`config.mk`:
```
export PLATFORM = sky130hd
export DESIGN_NAME = baud_tick_gen
export DESIGN_NICKNAME = d
export VERILOG_FILES = /design/src/rtl/baud_tick_gen.sv
export SDC_FILE = /design/constraint.sdc
export NUM_CORES = 1
export LEC_CHECK = 0
export BUFFER_PORTS_ARGS = -buffer_cell sky130_fd_sc_hd__buf_4
export CORE_UTILIZATION = 35
export DETAILED_ROUTE_END_ITERATION = 10
export PLACE_DENSITY_LB_ADDON = 0.12
export RECOVER_POWER = 25
export SLEW_MARGIN = 20
export SYNTH_ARGS = -nofsm -noshare
export SYNTH_HDL_FRONTEND = slang
export SYNTH_SLANG_ARGS = --single-unit
```
`constraint.sdc`:
```
create_clock -name clk -period 8.3 [get_ports clk]
set_clock_uncertainty 0.2 [all_clocks]
set_input_delay 0.83 -clock clk [delete_from_list [all_inputs] [get_ports clk]]
set_output_delay 0.83 -clock clk [all_outputs]
set_load 0.05 [all_outputs]
```
`src/rtl/baud_tick_gen.sv`:
```
// Baud-rate tick generator: standard rate table plus custom divisor, producing
// a 1x transmit bit tick and an OVERSAMPLE-x receive tick with phase count.
module baud_tick_gen #(
  parameter int CLK_FREQ   = 100_000_000,
  parameter int OVERSAMPLE = 16,
  parameter int CNT_W      = 19
) (
  input  logic                          clk,
  input  logic                          reset,
  input  logic                          enable,
  input  logic [3:0]                    baud_sel,
  input  logic [CNT_W-1:0]              custom_div,
  output logic                          tx_tick,
  output logic                          rx_tick,
  output logic [$clog2(OVERSAMPLE)-1:0] rx_phase,
  output logic                          baud_valid,
  output logic [CNT_W-1:0]              tx_div
);

  localparam int PH_W = $clog2(OVERSAMPLE);

  function automatic logic [63:0] rate_of(input logic [3:0] code);
    case (code)
      4'd0:    return 64'd300;
      4'd1:    return 64'd1200;
      4'd2:    return 64'd2400;
      4'd3:    return 64'd4800;
      4'd4:    return 64'd9600;
      4'd5:    return 64'd19200;
      4'd6:    return 64'd38400;
      4'd7:    return 64'd57600;
      4'd8:    return 64'd115200;
      4'd9:    return 64'd230400;
      4'd10:   return 64'd460800;
      4'd11:   return 64'd921600;
      default: return 64'd0;
    endcase
  endfunction

  // Rounded divide; codes without a rate yield 0 instead of dividing by zero.
  function automatic logic [63:0] div_round(input logic [63:0] rate, input logic [63:0] mult);
    logic [63:0] den;
    den = rate * mult;
    if (den == 64'd0) return 64'd0;
    return (64'(CLK_FREQ) + den / 64'd2) / den;
  endfunction

  logic [CNT_W-1:0] tx_tab [16];
  logic [CNT_W-1:0] rx_tab [16];

  for (genvar g = 0; g < 16; g++) begin : g_tab
    assign tx_tab[g] = CNT_W'(div_round(rate_of(4'(g)), 64'd1));
    assign rx_tab[g] = CNT_W'(div_round(rate_of(4'(g)), 64'(OVERSAMPLE)));
  end

  logic [CNT_W-1:0] lk_tx, lk_rx;
  logic             lk_valid;

  always_comb begin
    lk_tx    = '0;
    lk_rx    = '0;
    lk_valid = 1'b0;
    if (baud_sel < 4'd12) begin
      lk_tx    = tx_tab[baud_sel];
      lk_rx    = rx_tab[baud_sel];
      lk_valid = 1'b1;
    end else if (baud_sel == 4'hF && custom_div >= CNT_W'(2 * OVERSAMPLE)) begin
      lk_tx    = custom_div;
      lk_rx    = custom_div >> PH_W;
      lk_valid = 1'b1;
    end
  end

  logic [3:0]       sel_q;
  logic [CNT_W-1:0] cdiv_q;
  logic             load_pending;
  logic [CNT_W-1:0] rx_div;
  logic [CNT_W-1:0] tx_cnt, rx_cnt;
  logic             load;

  assign load = load_pending || (baud_sel != sel_q) ||
                (baud_sel == 4'hF && custom_div != cdiv_q);

  // A load always wins over running so a pending terminal-count tick is dropped.
  always_ff @(posedge clk) begin
    if (reset) begin
      sel_q        <= '0;
      cdiv_q       <= '0;
      load_pending <= 1'b1;
      tx_div       <= '0;
      rx_div       <= '0;
      baud_valid   <= 1'b0;
      tx_cnt       <= '0;
      rx_cnt       <= '0;
      rx_phase     <= '0;
      tx_tick      <= 1'b0;
      rx_tick      <= 1'b0;
    end else if (load) begin
      sel_q        <= baud_sel;
      cdiv_q       <= custom_div;
      load_pending <= 1'b0;
      tx_div       <= lk_tx;
      rx_div       <= lk_rx;
      baud_valid   <= lk_valid;
      tx_cnt       <= '0;
      rx_cnt       <= '0;
      rx_phase     <= '0;
      tx_tick      <= 1'b0;
      rx_tick      <= 1'b0;
    end else if (enable && baud_valid) begin
      if (tx_cnt == tx_div - CNT_W'(1)) begin
        tx_cnt  <= '0;
        tx_tick <= 1'b1;
      end else begin
        tx_cnt  <= tx_cnt + CNT_W'(1);
        tx_tick <= 1'b0;
      end
      if (rx_cnt == rx_div - CNT_W'(1)) begin
        rx_cnt   <= '0;
        rx_tick  <= 1'b1;
        rx_phase <= rx_phase + PH_W'(1);
      end else begin
        rx_cnt  <= rx_cnt + CNT_W'(1);
        rx_tick <= 1'b0;
      end
    end else begin
      tx_cnt   <= '0;
      rx_cnt   <= '0;
      rx_phase <= '0;
      tx_tick  <= 1'b0;
      rx_tick  <= 1'b0;
    end
  end

endmodule

```
==> impl_metrics.json <==
{
  "place.gp.congestion": 0.896,
  "synth_ff_type": "dfxtp_1",
  "critical-path-max-stage-delay_ns": 0.70,
  "finalSetupTns_ns": 0,
  "grt_pass1_wl_um": 22400,
  "place_ws_ns": 4.82,
  "clock_sinks": 90,
  "grtUsageTotal": 0.181,
  "synth_edf_count": 0,
  "synth_cell_types": 58,
  "clk_pin_slew_ns": 0.07,
  "num_vias": 4435,
  "portBuffers": 51,
  "ant_nets": 0,
  "worstPathArrival_ns": 3.43,
  "cts_setup_buffers": 0,
  "area_growth_pct": 10.5,
  "start_util": 0.360,
  "vias_per_cell": 5.19,
  "min_path_cells": 2,
  "clk_latency_ns": 0.35,
  "ys_async_sr_fraction": 0,
  "crit_slowest_cell": "o21ai_2",
  "routed_wl_um": 13700,
  "max-cap-violations": 1,
  "io_pins": 52,
  "die_y_um": 124,
  "synth_compound_area_frac": 0.136,
  "grt_max_degree": 48,
  "syn_area_um2": 5250,
  "r2r_cells": 7,
  "yosys-top-cells-area": "dfxtp_1, xnor2_1, xor2_1",
  "syn-instance-count": 658,
  "finalHoldViolations": 0,
  "yosysWarnings": 0,
  "period_minus_slack_ns": 3.42,
  "worst_slack_ns": 4.88,
  "setup_viol_count_final": 0,
  "synth_top_family_by_area": "simple AND/OR/NAND/NOR gates",
  "cts_max_path_buffers": 2,
  "worst-path-max-fanout": 19,
  "final_cell_mix": "dfxtp_1, nor2_1, nand2_1",
  "overflow": 0,
  "synth_mux_area_frac": 0.00620,
  "fp.dieArea_um2": 15500,
  "tightest_slew_ns": 2.04,
  "avgSynthCellArea_um2": 7.98,
  "grt_antenna_before_repair": 0,
  "synth-simple-area-share": 0.254,
  "nets": 702,
  "yosysTopAreaCell": "dfxtp_1",
  "rows": 44,
  "grt_pass1_vias": 4291,
  "yosys.area_share.xor_xnor": 0.170,
  "cts_buffers": 9,
  "dr.pass1.iters": 4,
  "dpl.hpwl_um": 10200,
  "powerDensity_nw_per_um2": 186,
  "rrSetupSlack_ns": 4.88,
  "synth_top_area_frac": 0.343,
  "path_cells": "or4_1 -> nor3_1 -> xnor2_1 -> a31oi_1 -> a2111o_1 -> o21ai_2 -> nor2_1",
  "synthAdderAreaFrac": 0.0262,
  "first_iter_violations": 266,
  "rsz0062_at_grt": "no",
  "violations": "max-capacitance violations, max-slew violations",
  "relSlewSlack": -0.357,
  "cts_resized": 0,
  "vdd_drop_max_mv": 0.0947,
  "run_status": "finished, violations left",
  "min_period_over_period": 0.413,
  "timing_worst_setup_path_type": "reg2reg",
  "ys_ff_latch": 90,
  "slew_viol_final": 48,
  "n_antenna_cell": 0,
  "hold_path_class": "reg2reg",
  "start_kind": "register",
  "p_leak_nw": 2.09,
  "crit_required_ns": 8.30,
  "yosysSeqAreaShare": 0.343,
  "ctsHoldBuffers": 0,
  "critPathCaptureType": "register",
  "cts_tree": "yes",
  "cts_max_level": 3,
  "fmax_mhz": 292,
  "syn_nets": 695,
  "wl_per_cell_um": 16.0,
  "core_area_um2": 14600,
  "cts_root_buf": "clkbuf_16",
  "final_common_cell": "dfxtp_1",
  "die_x_um": 124,
  "drc": 0,
  "drive_gt1_frac": 0.0851
}
Yosys cell counts (6+ instances only):
| cell type | count |
|---|---|
| dfxtp_1 | 90 |
| nor2_1 | 88 |
| nand2_1 | 75 |
| xnor2_1 | 60 |
| xor2_1 | 42 |
| a21oi_1 | 35 |
| clkbuf_1 | 33 |
| nand3_1 | 24 |
| nor3_1 | 23 |
| o21ai_0 | 19 |
| nand4_1 | 18 |
| buf_4 | 13 |
| inv_1 | 13 |
| ha_1 | 11 |
| a211oi_1 | 10 |
| a311oi_1 | 10 |
| nor4_1 | 10 |
| and3_1 | 6 |
worst paths after layout:
path                                 start    endpoint
worst max-delay path            tx_div[10]  rx_cnt[15]
worst min-delay path            cdiv_q[13]  cdiv_q[13]
worst max register to register  tx_div[10]  rx_cnt[15]
worst min register to register  cdiv_q[13]  cdiv_q[13]
cell families (layout without fill, tap and decap cells):
| logic type | count (synthesis) | after routing |
|---|---|---|
| AO/OA/AOI/OAI | 107 | 107 |
| buffers and inverters | 70 | 82 |
| adder cells (fa/ha/maj) | 11 | 11 |
| XOR/XNOR | 102 | 102 |
| multiplexers | 3 | 3 |
| AND/OR/NAND/NOR | 275 | 275 |
| flip-flops | 90 | 90 |
critical path: cells and delay by family, from the launching register on:
kind / cells / cell delay (ns)
DFF: 1 / 0.46
and+or+nand+nor: 3 / 1.08
AOI/OAI and AO/OA: 3 / 1.35
xor gates and xnor gates: 1 / 0.17
metrics by stage:
stage / cells / hold WS, ns / utilization / area [um^2] / power (mW)
2_1_floorplan: 658 / 0.241 / - / 5250 / 0.613
3_3_place_gp: 838 / 0.252 / 0.383 / 5590 / 0.659
3_5_place_dp: 838 / 0.256 / 0.383 / 5590 / 0.661
4_1_cts: 854 / 0.266 / 0.404 / 5900 / 1.09
5_1_grt: 854 / 0.285 / 0.398 / 5800 / 1.13
6_report: 854 / 0.263 / 0.398 / 5800 / 1.08
where the power goes:
| part | internal, mW | total [mW] | switching (mW) | leakage [nW] |
|---|---|---|---|---|
| logic | 0.0691 | 0.179 | 0.109 | 1.20 |
| clock network | 0.245 | 0.430 | 0.185 | 0.154 |
| registers | 0.446 | 0.468 | 0.0224 | 0.735 |
| total | 0.760 | 1.08 | 0.317 | 2.09 |
layer usage:
metal	up-vias	GRT usage	wire, um	share of wire
met3	19	0.0245	394	0.029
met5	-	0	0	0
met1	2066	0.236	6620	0.48
met4	0	0.0723	261	0.019
li1	2282	-	-	-
met2	68	0.303	6410	0.47
flip-flops by register name, indices dropped and copies added, names as in the netlist:
| register | flops |
|---|---|
| tx_cnt | 19 |
| rx_tick | 1 |
| tx_div | 17 |
| cdiv_q | 19 |
| baud_valid | 1 |
| rx_cnt | 19 |
| tx_tick | 1 |
| sel_q | 4 |
| rx_div | 4 |
| rx_phase | 4 |
| load_pending | 1 |
layout make-up:
cell class / instances / area, um^2
Clock inverter: 6 / 70.1
Tap cell: 184 / 230
Clock buffer: 10 / 239
Inverter: 13 / 48.8
Sequential cell: 90 / 1800
Fill cell: 1514 / 8790
Timing Repair Buffer: 53 / 304
Multi-Input combinational cell: 498 / 3110
(Power assumes the default switching activity.)
